[config.mk]
export PLATFORM = sky130hd
export DESIGN_NAME = m_power_accumulator_flat
export DESIGN_NICKNAME = d
export VERILOG_FILES = /design/src/rtl/m_power_accumulator_pkg.sv /design/src/rtl/m_power_accumulator_if.sv /design/src/rtl/m_power_accumulator_mult.sv /design/src/rtl/m_power_accumulator.sv /design/src/flat_wrapper.sv
export SDC_FILE = /design/constraint.sdc
export NUM_CORES = 1
export LEC_CHECK = 0
export ABC_AREA = 1
export ABC_CLOCK_PERIOD_IN_PS = 2500
export CORE_MARGIN = 8
export CORE_UTILIZATION = 50
export DETAILED_ROUTE_END_ITERATION = 12
export MAX_ROUTING_LAYER = met4
export PLACE_DENSITY_LB_ADDON = 0.08
export SLEW_MARGIN = 20
export SYNTH_ARGS = -nofsm -noshare
export SYNTH_HDL_FRONTEND = slang
export SYNTH_SLANG_ARGS = --single-unit
export TNS_END_PERCENT = 20
[constraint.sdc]
create_clock -name clk -period 2.5 [get_ports clk]
set_input_delay 0.5 -clock clk [delete_from_list [all_inputs] [get_ports clk]]
set_output_delay 0.5 -clock clk [all_outputs]
set_load 0.1 [all_outputs]
[src/rtl/m_power_accumulator_pkg.sv]
// rtl/m_power_accumulator_pkg.sv - shared state encoding, widths and square-sum helper
package m_power_accumulator_pkg;

    localparam int SQ_SUM_WIDTH = 9;

    typedef enum logic [1:0] {
        IDLE  = 2'd0,
        ACCUM = 2'd1,
        DRAIN = 2'd2
    } state_t;

    function automatic logic [SQ_SUM_WIDTH-1:0] f_sq_sum(
        input logic [7:0] i_sq,
        input logic [7:0] q_sq
    );
        return {1'b0, i_sq} + {1'b0, q_sq};
    endfunction

endpackage

[src/rtl/m_power_accumulator_if.sv]
// rtl/m_power_accumulator_if.sv - sample/control inputs and power result outputs of the accumulator
interface m_power_accumulator_if #(
    parameter int ACC_WIDTH = 24,
    parameter int CNT_WIDTH = 16
);
    logic                 enable_i;
    logic                 start_i;
    logic [CNT_WIDTH-1:0] acc_length_i;
    logic                 sample_valid_i;
    logic [3:0]           i_mag_i;
    logic [3:0]           q_mag_i;
    logic [ACC_WIDTH-1:0] power_o;
    logic                 power_valid_o;
    logic                 busy_o;
    logic                 overflow_o;

    modport master (
        output enable_i, start_i, acc_length_i, sample_valid_i, i_mag_i, q_mag_i,
        input  power_o, power_valid_o, busy_o, overflow_o
    );

    modport slave (
        input  enable_i, start_i, acc_length_i, sample_valid_i, i_mag_i, q_mag_i,
        output power_o, power_valid_o, busy_o, overflow_o
    );

endinterface

[src/rtl/m_power_accumulator_mult.sv]
// rtl/m_power_accumulator_mult.sv - m_multiply_4x4, unsigned 4x4 -> 8 bit combinational multiplier
module m_multiply_4x4 (
    input  logic [3:0] i_a,
    input  logic [3:0] i_b,
    output logic [7:0] o_p
);

    assign o_p = {4'b0, i_a} * {4'b0, i_b};

endmodule

[src/rtl/m_power_accumulator.sv]
// rtl/m_power_accumulator.sv - windowed I^2+Q^2 accumulator; POWER_ACC_SATURATE_EN selects saturating add
module m_power_accumulator
    import m_power_accumulator_pkg::*;
#(
    parameter int ACC_WIDTH = 24,
    parameter int CNT_WIDTH = 16
) (
    input logic                   clk,
    input logic                   rst_b,
    m_power_accumulator_if.slave  bus
);

    state_t                  r_state;
    logic [CNT_WIDTH-1:0]    r_remaining;
    logic                    r_drain_last;
    logic [SQ_SUM_WIDTH-1:0] r_sq_sum;
    logic                    r_sq_valid;
    logic [ACC_WIDTH-1:0]    r_acc;
    logic [ACC_WIDTH-1:0]    r_power;
    logic                    r_power_valid;
    logic                    r_busy;

    logic [7:0]              w_i_sq;
    logic [7:0]              w_q_sq;
    logic [SQ_SUM_WIDTH-1:0] w_sq_sum;
    logic                    w_accept;
    logic                    w_start;
    logic [ACC_WIDTH-1:0]    w_acc_next;

    m_multiply_4x4 u_mul_i (
        .i_a (bus.i_mag_i),
        .i_b (bus.i_mag_i),
        .o_p (w_i_sq)
    );

    m_multiply_4x4 u_mul_q (
        .i_a (bus.q_mag_i),
        .i_b (bus.q_mag_i),
        .o_p (w_q_sq)
    );

    assign w_sq_sum = f_sq_sum(w_i_sq, w_q_sq);
    assign w_accept = bus.enable_i && (r_state == ACCUM) && bus.sample_valid_i;
    assign w_start  = bus.enable_i && (r_state == IDLE) && bus.start_i;

`ifdef POWER_ACC_SATURATE_EN
    logic [ACC_WIDTH:0] w_acc_sum;
    logic               w_acc_carry;
    logic               r_overflow;

    assign w_acc_sum   = {1'b0, r_acc} + (ACC_WIDTH+1)'(r_sq_sum);
    assign w_acc_carry = w_acc_sum[ACC_WIDTH];
    assign w_acc_next  = w_acc_carry ? {ACC_WIDTH{1'b1}} : w_acc_sum[ACC_WIDTH-1:0];

    // Sticky across the window; only a freshly accepted start clears it, abort holds it.
    always_ff @(posedge clk or negedge rst_b) begin
        if (!rst_b) begin
            r_overflow <= 1'b0;
        end else if (bus.enable_i) begin
            if (w_start) begin
                r_overflow <= 1'b0;
            end else if (r_sq_valid && w_acc_carry) begin
                r_overflow <= 1'b1;
            end
        end
    end

    assign bus.overflow_o = r_overflow;
`else
    assign w_acc_next     = r_acc + ACC_WIDTH'(r_sq_sum);
    assign bus.overflow_o = 1'b0;
`endif

    always_ff @(posedge clk or negedge rst_b) begin
        if (!rst_b) begin
            r_state       <= IDLE;
            r_remaining   <= '0;
            r_drain_last  <= 1'b0;
            r_sq_sum      <= '0;
            r_sq_valid    <= 1'b0;
            r_acc         <= '0;
            r_power       <= '0;
            r_power_valid <= 1'b0;
            r_busy        <= 1'b0;
        end else if (!bus.enable_i) begin
            r_state       <= IDLE;
            r_drain_last  <= 1'b0;
            r_sq_valid    <= 1'b0;
            r_acc         <= '0;
            r_power_valid <= 1'b0;
            r_busy        <= 1'b0;
        end else begin
            r_power_valid <= 1'b0;
            r_sq_valid    <= w_accept;
            if (w_accept) begin
                r_sq_sum <= w_sq_sum;
            end
            // The add stage trails acceptance by one edge, so it may land in DRAIN.
            if (r_sq_valid) begin
                r_acc <= w_acc_next;
            end

            case (r_state)
                IDLE: begin
                    if (bus.start_i) begin
                        r_state     <= ACCUM;
                        r_remaining <= (bus.acc_length_i == '0) ? CNT_WIDTH'(1) : bus.acc_length_i;
                        r_acc       <= '0;
                        r_busy      <= 1'b1;
                    end
                end
                ACCUM: begin
                    if (bus.sample_valid_i) begin
                        r_remaining <= r_remaining - CNT_WIDTH'(1);
                        if (r_remaining == CNT_WIDTH'(1)) begin
                            r_state      <= DRAIN;
                            r_drain_last <= 1'b0;
                        end
                    end
                end
                DRAIN: begin
                    if (!r_drain_last) begin
                        r_drain_last <= 1'b1;
                    end else begin
                        r_drain_last  <= 1'b0;
                        r_power       <= r_acc;
                        r_power_valid <= 1'b1;
                        r_busy        <= 1'b0;
                        r_state       <= IDLE;
                    end
                end
                default: begin
                    r_state <= IDLE;
                    r_busy  <= 1'b0;
                end
            endcase
        end
    end

    assign bus.power_o       = r_power;
    assign bus.power_valid_o = r_power_valid;
    assign bus.busy_o        = r_busy;

endmodule

[src/flat_wrapper.sv]
// flat-port wrapper written by rule: the top's interface ports become plain ports
module m_power_accumulator_flat import m_power_accumulator_pkg::*;
#(
    parameter int ACC_WIDTH = 24,
    parameter int CNT_WIDTH = 16
)
  (clk, rst_b, bus_enable_i, bus_start_i, bus_acc_length_i, bus_sample_valid_i, bus_i_mag_i, bus_q_mag_i, bus_power_o, bus_power_valid_o, bus_busy_o, bus_overflow_o);
  m_power_accumulator_if #(.ACC_WIDTH(ACC_WIDTH), .CNT_WIDTH(CNT_WIDTH)) bus_i ();
  input logic clk;
  input logic rst_b;
  input wire logic [$bits(bus_i.enable_i)-1:0] bus_enable_i;
  input wire logic [$bits(bus_i.start_i)-1:0] bus_start_i;
  input wire logic [$bits(bus_i.acc_length_i)-1:0] bus_acc_length_i;
  input wire logic [$bits(bus_i.sample_valid_i)-1:0] bus_sample_valid_i;
  input wire logic [$bits(bus_i.i_mag_i)-1:0] bus_i_mag_i;
  input wire logic [$bits(bus_i.q_mag_i)-1:0] bus_q_mag_i;
  output wire logic [$bits(bus_i.power_o)-1:0] bus_power_o;
  output wire logic [$bits(bus_i.power_valid_o)-1:0] bus_power_valid_o;
  output wire logic [$bits(bus_i.busy_o)-1:0] bus_busy_o;
  output wire logic [$bits(bus_i.overflow_o)-1:0] bus_overflow_o;
  assign bus_i.enable_i = bus_enable_i;
  assign bus_i.start_i = bus_start_i;
  assign bus_i.acc_length_i = bus_acc_length_i;
  assign bus_i.sample_valid_i = bus_sample_valid_i;
  assign bus_i.i_mag_i = bus_i_mag_i;
  assign bus_i.q_mag_i = bus_q_mag_i;
  assign bus_power_o = bus_i.power_o;
  assign bus_power_valid_o = bus_i.power_valid_o;
  assign bus_busy_o = bus_i.busy_o;
  assign bus_overflow_o = bus_i.overflow_o;
  m_power_accumulator #(.ACC_WIDTH(ACC_WIDTH), .CNT_WIDTH(CNT_WIDTH)) u_core (.clk(clk), .rst_b(rst_b), .bus(bus_i));
endmodule
### After elaboration in Yosys (flattened, before gate mapping)

Index checks and enable logic that the tools add are counted.

| storage, ports and cells | value |
|---|---|
| bits in registers | 79 |
| word-level logic and storage cells | 63 |
| output and inout bits | 27 |

| cells by class | value |
|---|---|
| $mul | 2 |
| $add $sub $neg | 3 |
| reduce and logical (&&, ||, !) cells | 11 |
| mux-type cells | 27 |
| equality and inequality tests | 11 |

Operators with widths:

| operator | number |
|---|---|
| 24-bit two-way mux | 4 |
| 16-bit two-way mux | 3 |
| 16-bit one-hot mux with 2 select lines | 1 |
| 24-bit by 9-bit adder with 24-bit output | 1 |
| 16-bit by 1-bit equality test with 1-bit output (second input constant) | 1 |
| 16-bit logical NOT | 1 |
| 4-bit by 4-bit multiplier with 8-bit output | 2 |
| 16-bit by 1-bit subtractor with 16-bit output (second input constant) | 1 |
| 1-bit two-way mux | 11 |
| 2-bit two-way mux | 5 |
| 8-bit by 8-bit adder with 9-bit output | 1 |
| 3-bit inequality test (second input constant) | 3 |
| 3-bit AND reduction | 3 |
| 4-bit AND reduction | 2 |
| 2-bit inequality test (second input constant) | 3 |
| 2-bit one-hot mux with 3 select lines | 1 |
| 3-bit by 1-bit inequality test with 1-bit output (second input constant) | 1 |
| 3-bit by 2-bit inequality test with 1-bit output (second input constant) | 1 |
| 1-bit one-hot mux with 3 select lines | 1 |
| 2-bit by 1-bit equality test with 1-bit output (second input constant) | 1 |
| 2-bit equality test (second input constant) | 1 |
| 1-bit logical AND | 2 |
| 2-bit logical NOT | 1 |
| 1-bit one-hot mux with 2 select lines | 1 |
| 2 further kinds | 2 |

### Depth between registers and ports, before layout

| logic depth | value |
|---|---|
| depth after elaboration | 5 |
| gate-level depth with buffers | 17 |
| depth with buffers taken out | 17 |

### By module

Synthesis repeated with hierarchy kept, for this count alone.

| second synthesis, totals | value |
|---|---|
| cell total of the unflattened synthesis | 829 |
| area total of the unflattened synthesis | 5,924.4 um^2 |

By module, submodules not included:

| module | times used | area each (um^2) | cells each |
|---|---|---|---|
| m_power_accumulator | 1 | 4,993.5 | 689 |
| m_multiply_4x4 at u_core.u_mul_i | 1 | 467.9 | 70 |
| m_multiply_4x4 at u_core.u_mul_q | 1 | 462.9 | 70 |

### Worst setup path before layout

OpenSTA, ideal clock, no wires.

| timing path | value |
|---|---|
| path kind | in2reg |
| start | input bus_i_mag_i[3] |
| end | register u_core.r_sq_sum[7] |
| path buffers | 0 |
| setup time | 136 ps |
| path slack | -1,310 ps |
| cell stages on the path | 14 |
| arrival | 3,674 ps |
| data required time | 2,364 ps |
| cell sequence | nand2_1 -> fa_1 -> fa_1 -> inv_1 -> fa_1 -> inv_1 -> fa_1 -> inv_1 -> ha_1 -> fa_1 -> nand3_1 -> nand2_1 -> xnor2_1 -> o21ai_0 |

| on the way | value |
|---|---|
| longest elaborated chain between the ends | 2 |

Ends and longest elaborated chain:

| what | RTL line | text |
|---|---|---|
| start: declaration | flat_wrapper.sv:15 | `input wire logic [$bits(bus_i.i_mag_i)-1:0] bus_i_mag_i;` |
| 4-bit by 4-bit multiplier with 8-bit output | m_power_accumulator_mult.sv:8 | `assign o_p = {4'b0, i_a} * {4'b0, i_b};` |
| 8-bit by 8-bit adder with 9-bit output | m_power_accumulator_pkg.sv:16 | `return {1'b0, i_sq} + {1'b0, q_sq};` |
| end signal: assignment | m_power_accumulator.sv:96 | `r_sq_sum <= w_sq_sum;` |
| end: declaration | m_power_accumulator.sv:16 | `logic [SQ_SUM_WIDTH-1:0] r_sq_sum;` |

Every way passes these cells.
A chain may end at the register's enable or synchronous reset.

### Worst setup path after layout

| timing path | value |
|---|---|
| start | input bus_i_mag_i[1] |
| end | register u_core.r_sq_sum[7] |

The elaborated chain is that of the path after synthesis.

==> impl_metrics.tcl <==
set metrics [dict create \
    share_of_final_layout_standard_cells_stronger_than_drive_strength_1 0.148 \
    start_kind "input pin" \
    globalRoute.totalOverflow 0 \
    layout_worst_path_cycle_share 1.36 \
    post-route-worst-setup-slack_ns -0.892 \
    synth-warning-count 0 \
    grt_setup_unrepaired "yes" \
    layout.cell_area.non_filler_um2 6310 \
    violated_checks "negative setup slack" \
    post_synth_inst_count 716 \
    multi_input_comb_area_um2 2750 \
    vdd_drop_max_v 0.000369 \
    height_of_the_die_um 118 \
    finalCriticalPeriod_ns 3.39 \
    seq_area_frac_synth 0.379 \
    groute.layer.met2.usage 0.287 \
    drtPass1Iterations 5 \
    floorplan.die.width_um 118 \
    place_hpwl_mm 9.02 \
    cts_hold_buf 0 \
    routed_wire_length_per_instance_um 12.5 \
    drv_slew 0 \
    clock_tree_from_tritoncts "done" \
    power.density_nw_per_um2 656 \
    synth.cell_area_um2 5220 \
    initial_core_util 0.510 \
    final_util 0.617 \
    ys_seq_elements 79 \
    io_buffers 54 \
    static_leakage_nw 3.30 \
    core_um2 10200 \
    placementRows 37 \
    highest_clock_frequency_the_design_can_meet_ghz 0.295 \
    via_per_inst 4.97 \
    worst_slew_margin_rel 0.648 \
    floorplan.io_pins 56 \
    postSynth.asyncResetShare 1.00 \
    gr_util_met3 0.0371 \
    placed_cell_area_um2 6040 \
    critical_path.startpoint "bus_i_mag_i[1]" \
    ctsLongestPathBuffers 2 \
    met1_usage 0.229 \
    place_congestion 0.895 \
    root_buffer "sky130_fd_sc_hd__clkbuf_8" \
    critPathCaptureType "flop" \
    drc_errors 0 \
    synthToLayoutAreaGrowth_pct 21.0 \
    worst-path-buf-inv 8 \
    total_nets_after_synthesis 786 \
    cp.arrival_ns 3.63 \
    place_worst_setup_slack_ns -1.85 \
    antenna_left 0 \
    final_nets 868 \
    worst_clock_skew_ns 0.0133 \
    area_occupied_by_registers_um2 1980 \
    worst_hold_slack_ns 0.106 \
    globalRouteTotalUtil 0.180 \
    detail_route.wirelength_mm 11.8 \
    globalRoute.busiestLayer "met2" \
    max_cap_violations 0 \
    crit_top_cell "sky130_fd_sc_hd__buf_4" \
    cts-buffers-inserted 9 \
    worst_ep_required_time_ns 2.74 \
    die-area_um2 14000 \
    critPathMaxFanout 2 \
    synth_ff_type "sky130_fd_sc_hd__dfrtp_1" \
    clock_sink_count 79 \
    num_antenna_cells 0 \
    route.vias.total 4669 \
    crit_family "adder cells" \
    timing.rr.start "u_core.r_sq_sum[0]$_DFFE_PN0P_" \
    htreeDepth 3 \
    first_global_vias 4545 \
    clk_pin_slew_worst_paths_ns 0.09 \
    dpl.cell_count 917 \
    avgSynthCellArea_um2 7.29 \
    run_status "complete, but fails checks" \
    critical_path.cell_chain "buf_6 -> nand2_4 -> buf_4 -> buf_4 -> buf_4 -> buf_4 -> fa_1 -> inv_1 -> fa_1 -> inv_1 -> fa_1 -> inv_2 -> ha_4 -> fa_2 -> nand3_2 -> nand2_2 -> xnor2_2 -> o21ai_1" \
    grt_pass1_wl_mm 20.7 \
    criticalPathCategory "in -> reg" \
    final_setup_vio_count 6 \
    synthDistinctLibCells 37 \
    worst_slew_pin_slew_ns 0.527 \
    clock_latency_ns 0.36 \
    grt_max_degree 42 \
    final_count_of_hold_timing_violations 0 \
    synth-edff-count 0 \
    cpMaxStageDelayCell "sky130_fd_sc_hd__fa_1" \
    filler_cells_inserted 935 \
    drt_iter0_markers 246 \
    worst_min_delay_path_category "in -> async" \
    timing.critical_path.slowest_cell_delay_ns 0.52 \
    layoutNonFillerInstCount 939 \
    initial_antenna_violation_count 0 \
]
## worst paths after layout
path | end | slack (ns) | cells after the start
worst max-delay path | u_core.r_sq_sum[7]$_DFFE_PN0P_ | -0.89 | 18
worst min-delay path | u_core.bus.power_o[3]$_DFFE_PN0P_ | 0.11 | 1
worst max register to register | u_core.r_acc[20]$_DFF_PN0_ | 0.63 | 10
min in group clk | u_core.bus.power_o[9]$_DFFE_PN0P_ | 0.48 | 2
max in group asynchronous | u_core.r_acc[14]$_DFF_PN0_ | 1.80 | 2
worst min register to register | u_core.bus.power_o[9]$_DFFE_PN0P_ | 0.48 | 2
## cells in the final DEF (no fill, tap or decap), types with 4 or more instances in the layout
cell type | netlist | final
sky130_fd_sc_hd__a21oi_1 | 24 | 24
sky130_fd_sc_hd__buf_4 | 2 | 59
sky130_fd_sc_hd__clkbuf_8 | 0 | 9
sky130_fd_sc_hd__clkdlybuf4s50_1 | 0 | 19
sky130_fd_sc_hd__dfrtp_1 | 79 | 79
sky130_fd_sc_hd__fa_1 | 12 | 11
sky130_fd_sc_hd__ha_1 | 29 | 28
sky130_fd_sc_hd__inv_1 | 118 | 116
sky130_fd_sc_hd__inv_2 | 6 | 8
sky130_fd_sc_hd__nand2_1 | 212 | 208
sky130_fd_sc_hd__nand2_2 | 3 | 4
sky130_fd_sc_hd__nand3_1 | 50 | 49
sky130_fd_sc_hd__nand4_1 | 10 | 10
sky130_fd_sc_hd__nor2_1 | 59 | 59
sky130_fd_sc_hd__nor2_2 | 4 | 4
sky130_fd_sc_hd__nor3_1 | 9 | 9
sky130_fd_sc_hd__o211ai_1 | 6 | 6
sky130_fd_sc_hd__o21ai_0 | 24 | 21
sky130_fd_sc_hd__o21ai_1 | 21 | 24
sky130_fd_sc_hd__or2_2 | 5 | 5
## through the flow
step | TNS, ns | total power [mW]
finish | -4.36 | 4.14
global route | -4.95 | 4.48
CTS | -4.51 | 4.12
detailed placement | -10.41 | 3.21
global placement | -9.90 | 3.17
floorplan | -5.15 | 2.78
## synth_stat cells, types with 3 or more instances
library cell	n	area, um2
sky130_fd_sc_hd__a211oi_1	3	22.5
sky130_fd_sc_hd__a21oi_1	24	120
sky130_fd_sc_hd__buf_2	9	45.0
sky130_fd_sc_hd__clkbuf_1	4	15.0
sky130_fd_sc_hd__dfrtp_1	79	1980
sky130_fd_sc_hd__fa_1	12	240
sky130_fd_sc_hd__ha_1	29	363
sky130_fd_sc_hd__inv_1	118	443
sky130_fd_sc_hd__inv_2	6	22.5
sky130_fd_sc_hd__nand2_1	212	796
sky130_fd_sc_hd__nand2_2	3	18.8
sky130_fd_sc_hd__nand3_1	50	250
sky130_fd_sc_hd__nand4_1	10	62.6
sky130_fd_sc_hd__nor2_1	59	221
sky130_fd_sc_hd__nor2_2	4	25.0
sky130_fd_sc_hd__nor3_1	9	45.0
sky130_fd_sc_hd__o211ai_1	6	45.0
sky130_fd_sc_hd__o21ai_0	24	120
sky130_fd_sc_hd__o21ai_1	21	105
sky130_fd_sc_hd__or2_2	5	31.3
sky130_fd_sc_hd__xnor2_1	3	26.3
sky130_fd_sc_hd__xor2_1	3	26.3
## sequential cells by signal, summed over array words and instances, names as in the netlist
name and count:
u_core.bus.power_o 24, u_core.r_acc 24, u_core.r_remaining 16, u_core.r_sq_sum 9, u_core.r_state 2, u_core.bus.busy_o 1
u_core.bus.power_valid_o 1, u_core.r_drain_last 1, u_core.r_sq_valid 1
## layer usage
layer	routed length, um	part of all wire
met1	5690	0.48
met2	5440	0.46
met3	492	0.042
met4	139	0.012
met5	0	0
## report_power, final
| group | switching, mW | total (mW) | leakage [nW] | internal, mW |
|---|---|---|---|---|
| sequential | 0.189 | 1.69 | 1.06 | 1.50 |
| combinational | 0.957 | 1.57 | 2.16 | 0.616 |
| clock | 0.517 | 0.886 | 0.0862 | 0.369 |
| total | 1.66 | 4.14 | 3.30 | 2.48 |
## timing repair
item                                    CTS  global route
endpoints found under the setup margin    7             6
buffers inserted                          5             1
gates resized for setup                  38            10
pin swaps                                14            10
## cell type report
cell class / count / area share
well taps: 136 / 0.0270
multi-input cells: 496 / 0.436
inverters: 124 / 0.0737
flip-flops and latches: 79 / 0.313
clock buffers: 9 / 0.0196
clock inverters: 7 / 0.00872
repair buffers: 88 / 0.122
## cell families after synthesis
kind of cell	share of synthesized area
buf+inv	0.108
fa+ha+maj	0.116
compound gates	0.0962
simple gates	0.291
xor+xnor	0.0101
flops	0.379
other cells	0.000719
No activity file was read; power rests on OpenSTA's default activity.
